## src/rtl/acc_pkg.sv

```systemverilog
// Shared constants and FSM encoding for the accumulator drain path.
package acc_pkg;

    localparam int DEF_DEPTH      = 8;
    localparam int DEF_ARRAY_M    = 8;
    localparam int DEF_DATA_WIDTH = 32;
    localparam int ACC_RD_LAT     = 1;

    typedef enum logic [1:0] {
        ST_IDLE  = 2'd0,
        ST_READ  = 2'd1,
        ST_FLUSH = 2'd2,
        ST_DONE  = 2'd3
    } state_t;

    function automatic int idx_width(input int depth);
        return (depth > 1) ? $clog2(depth) : 1;
    endfunction

endpackage

```

## src/rtl/stream_skid_buf.sv

```systemverilog
// Two-entry stream buffer with fall-through when empty; upstream never pushes
// into a full buffer because the producer meters pushes against count.
module stream_skid_buf #(
    parameter int WIDTH = 257
) (
    input  logic             clk,
    input  logic             reset,
    input  logic             in_valid,
    input  logic [WIDTH-1:0] in_data,
    output logic             out_valid,
    input  logic             out_ready,
    output logic [WIDTH-1:0] out_data,
    output logic [1:0]       count
);

    logic [WIDTH-1:0] mem [2];
    logic             wr_ptr;
    logic             rd_ptr;
    logic [1:0]       count_q;
    logic             pop;
    logic             store;
    logic             deq;

    // A beat transfers on any cycle with out_valid & out_ready; out_valid never
    // drops and out_data never changes while out_valid & !out_ready.
    assign out_valid = (count_q != 2'd0) || in_valid;
    assign out_data  = (count_q != 2'd0) ? mem[rd_ptr] : (in_valid ? in_data : '0);
    assign pop       = out_valid & out_ready;

    // An incoming beat consumed straight through an empty buffer is never stored.
    assign store = in_valid & !((count_q == 2'd0) && pop);
    assign deq   = pop & (count_q != 2'd0);
    assign count = count_q;

    always_ff @(posedge clk or posedge reset) begin
        if (reset) begin
            mem[0]  <= '0;
            mem[1]  <= '0;
            wr_ptr  <= 1'b0;
            rd_ptr  <= 1'b0;
            count_q <= 2'd0;
        end else begin
            if (store) begin
                mem[wr_ptr] <= in_data;
                wr_ptr      <= ~wr_ptr;
            end
            if (deq) begin
                rd_ptr <= ~rd_ptr;
            end
            count_q <= count_q + {1'b0, store} - {1'b0, deq};
        end
    end

endmodule

```

## src/rtl/acc_drain_reader.sv

```systemverilog
// Sweeps accumulator rows 0..num_rows-1 and streams each row out as one beat,
// metering reads against buffer space so no returned row is ever dropped.
module acc_drain_reader
    import acc_pkg::*;
#(
    parameter int DEPTH          = DEF_DEPTH,
    parameter int ARRAY_M        = DEF_ARRAY_M,
    parameter int DATA_WIDTH     = DEF_DATA_WIDTH,
    parameter int IDX_WIDTH      = idx_width(DEPTH),
    parameter int IDX_SET_WIDTH  = IDX_WIDTH * ARRAY_M,
    parameter int DATA_SET_WIDTH = ARRAY_M * DATA_WIDTH
) (
    input  logic                      clk,
    input  logic                      reset,
    input  logic                      start,
    input  logic [IDX_WIDTH:0]        num_rows,
    output logic                      busy,
    output logic                      done,
    output logic                      drain,
    output logic [ARRAY_M-1:0]        enable_set,
    output logic [IDX_SET_WIDTH-1:0]  idx_set,
    input  logic [DATA_SET_WIDTH-1:0] acc_out,
    output logic                      m_valid,
    input  logic                      m_ready,
    output logic [DATA_SET_WIDTH-1:0] m_data,
    output logic                      m_last,
    output state_t                    dbg_state,
    output logic [1:0]                dbg_buf_count,
    output logic                      dbg_inflight
);

    localparam logic [IDX_WIDTH:0] MAX_ROWS = (IDX_WIDTH + 1)'(DEPTH);

    state_t               state_q;
    state_t               state_d;
    logic [IDX_WIDTH:0]   rows_q;
    logic [IDX_WIDTH:0]   rows_clamped;
    logic [IDX_WIDTH-1:0] rd_idx_q;
    logic [IDX_WIDTH-1:0] last_idx_q;
    logic                 inflight_q;
    logic                 inflight_last_q;
    logic [1:0]           buf_count;
    logic [2:0]           occupancy;
    logic                 pop;
    logic                 credit_ok;
    logic                 issue;
    logic                 is_last_row;

    assign rows_clamped = (num_rows > MAX_ROWS) ? MAX_ROWS : num_rows;
    assign is_last_row  = ({1'b0, rd_idx_q} == (rows_q - 1'b1));
    assign pop          = m_valid & m_ready;

    // The row in flight plus buffered rows, minus the one leaving now, must leave a free slot.
    assign occupancy = {2'b00, inflight_q} + {1'b0, buf_count};
    assign credit_ok = occupancy < (3'd2 + {2'b00, pop});

    always_comb begin
        state_d = state_q;
        issue   = 1'b0;
        busy    = 1'b0;
        done    = 1'b0;
        case (state_q)
            ST_IDLE: begin
                if (start) begin
                    state_d = (rows_clamped == '0) ? ST_DONE : ST_READ;
                end
            end
            ST_READ: begin
                busy  = 1'b1;
                issue = credit_ok;
                if (credit_ok && is_last_row) begin
                    state_d = ST_FLUSH;
                end
            end
            ST_FLUSH: begin
                busy = 1'b1;
                // The tagged last beat leaving now is the final handshake of the sweep.
                if (pop && m_last) begin
                    state_d = ST_DONE;
                end
            end
            ST_DONE: begin
                done    = 1'b1;
                state_d = ST_IDLE;
            end
            default: state_d = ST_IDLE;
        endcase
    end

    always_ff @(posedge clk or posedge reset) begin
        if (reset) begin
            state_q         <= ST_IDLE;
            rows_q          <= '0;
            rd_idx_q        <= '0;
            last_idx_q      <= '0;
            inflight_q      <= 1'b0;
            inflight_last_q <= 1'b0;
        end else begin
            state_q         <= state_d;
            inflight_q      <= issue;
            inflight_last_q <= issue & is_last_row;
            if (state_q == ST_IDLE && start) begin
                rows_q   <= rows_clamped;
                rd_idx_q <= '0;
            end else if (issue) begin
                rd_idx_q   <= rd_idx_q + 1'b1;
                last_idx_q <= rd_idx_q;
            end
        end
    end

    assign drain      = issue;
    assign enable_set = {ARRAY_M{issue}};
    assign idx_set    = {ARRAY_M{issue ? rd_idx_q : last_idx_q}};

    stream_skid_buf #(
        .WIDTH (DATA_SET_WIDTH + 1)
    ) u_skid (
        .clk       (clk),
        .reset     (reset),
        .in_valid  (inflight_q),
        .in_data   ({inflight_last_q, acc_out}),
        .out_valid (m_valid),
        .out_ready (m_ready),
        .out_data  ({m_last, m_data}),
        .count     (buf_count)
    );

    assign dbg_state     = state_q;
    assign dbg_buf_count = buf_count;
    assign dbg_inflight  = inflight_q;

endmodule

```

## config.mk

```make
export PLATFORM = sky130hd
export DESIGN_NAME = acc_drain_reader
export DESIGN_NICKNAME = d
export VERILOG_FILES = /design/src/rtl/acc_pkg.sv /design/src/rtl/stream_skid_buf.sv /design/src/rtl/acc_drain_reader.sv
export SDC_FILE = /design/constraint.sdc
export NUM_CORES = 1
export LEC_CHECK = 0
export ABC_AREA = 1
export BUFFER_PORTS_ARGS = -buffer_cell sky130_fd_sc_hd__buf_4
export CAP_MARGIN = 40
export CELL_PAD_IN_SITES_DETAIL_PLACEMENT = 1
export CELL_PAD_IN_SITES_GLOBAL_PLACEMENT = 2
export CORE_MARGIN = 2
export CORE_UTILIZATION = 32
export CTS_BUF_LIST = sky130_fd_sc_hd__clkbuf_16
export DETAILED_ROUTE_END_ITERATION = 6
export PLACE_DENSITY = 0.81
export SYNTH_ARGS = -nofsm -noshare
export SYNTH_HDL_FRONTEND = slang
export SYNTH_SLANG_ARGS = --single-unit
```

## constraint.sdc

```tcl
create_clock -name clk -period 20.6 [get_ports clk]
set_input_delay 1.03 -clock clk [delete_from_list [all_inputs] [get_ports clk]]
set_output_delay 1.03 -clock clk [all_outputs]
set_load 0.02 [all_outputs]
```

==> metrics.txt <==
die width about 290 um; port bufs around 560; commonest cells in the synthesized netlist nand2_1 (1,069), dfrtp_1 (532), inv_1 (286); placement row count roughly 100; predominant post-synthesis flop cell dfrtp_1; CP Max Fanout just under 70; syn_area_per_cell ~8 um2; EDFF count, synth 0; vias in the first global route roughly 24,000; pwr dens between 150 and 200 nW/um2; Total Die Area around 84,000 um2; r2r setup slk about 17 ns; Hold Path End u_skid.mem[61]; CTS clock-pin slew for the worst setup and hold paths roughly 0.060 ns; Critical Path RT 19.57 ns; gr ovfl total 0; fin crit share 0.241; status completed; HP Start u_skid.mem[61]; Critical Path Source Type register; first-pass GRT wire length roughly 140,000 um; Pwr Total approximately 6.4 mW; routed vias/inst 4.95; Placer Congestion roughly 0.77; maximum VDD drop between 0.1 and 0.15 mV; synthesized area 26,100 um2; via count roughly 24,000; worst r2r src dbg_inflight; post-layout min period ~5.0 ns; Initial Utilization 0.324; Async SR Flop Fraction 1.00; Setup crit end kind output port; post-CTS setup buffer count 0; post-synth top area share 0.510; synth top area cells dfrtp_1 (51%), nand2_1 (15%), a22oi_1 (7.4%), o21ai_0 (5.2%), a21oi_1 (5.0%); Hold WS 0.481 ns; synth warn 0; Slew @ Worst Pin about 1.4 ns; Placed Cells 4,629; max-cap viol count 0; Avg WL per Cell around 19 um; r2r endpoint last_idx_q[0]; drt first-iter violations between 1,000 and 1,500; TritonRoute pass-1 iters 7; Hold Vio Cnt, Final 0; worst setup path class register to output port; Final Instance Area approximately 33,000 um2; post-place setup slack between 15 and 20 ns; critical path arrival around 3.9 ns; PostCTS Resize Cnt 0; TritonCTS buffer count 66; Layout Utilization 0.408; Ports roughly 560; Leak approximately 17 nW; sequential area share after synthesis 0.510; DRC viols 0; Final ANT Viol Nets 0; biggest area consumer among synthesized cells dfrtp_1; # nets final a little under 4,000; Netlist cell types 26; most common cell in the netlist nand2_1; initial antenna violation count 10; clock net sink count between 500 and 600; Finished Layout Cells ~4,800; Layout Skew approximately 0.026 ns; flops & latches, synth about 530; Slew Limit Fails 0; unrepaired setup endpoints after global routing false; CTS hold repair buffers 0; CTS tree built; Core ar. 80,700 um2; clk buf depth 3; Synth Instances around 3,300; Hold Crit Class register to register; die height a little under 300 um; pin count of the biggest net entering global routing around 250; setup TNS 0 ns; Root Driver clkbuf_16; slew margin rel. 0.0848; Placement Cell Area 30,800 um2; share of cells above drive strength 1 0.190; Worst Hold Depth 2; Reg2Reg Depth 12; post-synth net total about 3,500; GRT Overall Usage 0.206; Fmax roughly 200 MHz; final setup margin 15.64 ns; Area Growth Syn to Fin 26.1%; WL final 88,400 um; Post-DP HPWL around 57,000 um; htree depth 3; final setup violating endpoints 0; Skew-Pair Late Insertion Delay approximately 0.6 ns
[kinds of logic (layout without fill, tap and decap cells)]
| family | count (synthesis) | after routing | share of synthesized area |
|---|---|---|---|
| other | 0 | 6 | 0 |
| buffers and inverters | 572 | 1008 | 0.101 |
| flip-flops | 532 | 532 | 0.510 |
| adder cells (fa/ha/maj) | 11 | 11 | 0.00527 |
| AND/OR/NAND/NOR | 1095 | 1095 | 0.159 |
| AO/OA/AOI/OAI | 1041 | 1041 | 0.224 |
| XOR/XNOR | 3 | 3 | 0.00101 |
[area by class of cell]
| class | instances | area (um2) |
|---|---|---|
| fillers | 9711 | 47700 |
| multi-input cells | 2150 | 10200 |
| clock inverters | 52 | 423 |
| clock buffers | 69 | 1730 |
| inverters | 286 | 1090 |
| flip-flops and latches | 532 | 13300 |
| well taps | 1060 | 1330 |
| diodes | 6 | 15.0 |
| repair buffers | 601 | 4850 |
[registers in the layout, indices dropped and copies added, names as in the netlist]
name	count
u_skid.mem	514
dbg_state	2
rd_idx_q	3
u_skid.count	2
u_skid.rd_ptr	1
inflight_last_q	1
dbg_inflight	1
u_skid.wr_ptr	1
last_idx_q	3
rows_q	4
[layout by cell type (no fill, tap or decap)]
| cell type | instances |
|---|---|
| o22ai_1 | 3 |
| o31ai_1 | 1 |
| o21ai_1 | 246 |
| ha_1 | 11 |
| clkinv_1 | 15 |
| inv_16 | 1 |
| nor3_1 | 2 |
| inv_6 | 1 |
| inv_1 | 298 |
| buf_4 | 581 |
| clkinv_2 | 11 |
| nand2_1 | 1069 |
| xor2_1 | 1 |
| nand2_8 | 1 |
| nor2_4 | 1 |
| xnor2_1 | 2 |
| and2_1 | 1 |
| clkinv_8 | 2 |
| a21oi_1 | 262 |
| bufinv_16 | 6 |
| nor2_1 | 8 |
| nand3b_1 | 1 |
| inv_8 | 2 |
| dfrtp_1 | 530 |
| buf_16 | 14 |
| a22oi_1 | 256 |
| or2_4 | 1 |
| o21ai_0 | 273 |
| or2_2 | 1 |
| buf_2 | 1 |
| clkbuf_16 | 69 |
| nand3_1 | 10 |
| clkinv_4 | 2 |
| dfrtp_4 | 2 |
| diode_2 | 6 |
| buf_12 | 5 |
[where the power goes]
group / internal (mW) / switching (mW) / total, mW
Combinational: 1.29 / 2.17 / 3.46
Sequential: 1.51 / 0.285 / 1.80
Clock: 0.684 / 0.471 / 1.16
Total: 3.49 / 2.92 / 6.41
[per-layer routing]
metal	track usage	routed length [um]	share of wire
met1	0.260	37600	0.42
met5	0	60	0.00068
met4	0.0676	2490	0.028
met2	0.347	43500	0.49
met3	0.0484	4790	0.054
[critical path: stages, from the launching register on]
cell	delay, ns
dfrtp_4	0.90
buf_4	0.27
buf_16	0.28
inv_1	0.14
nand2_1	0.13
nand3_1	0.11
nand2_1	0.09
nand3_1	0.31
inv_1	0.40
nand2_1	0.13
nand2_1	0.33
buf_4	0.22
[worst max-delay path by stage]
stage,from,to,slack (ns),cells after the start
2_1_floorplan,reset,dbg_inflight,4.70,1
3_3_place_gp,m_ready,u_skid.mem[347],15.54,9
3_5_place_dp,dbg_inflight,idx_set[15],16.24,11
4_1_cts,dbg_inflight,idx_set[15],15.50,11
5_1_grt,dbg_inflight,idx_set[15],15.27,11
6_report,dbg_inflight,idx_set[15],15.64,11
No activity file was read; power rests on OpenSTA's default activity.
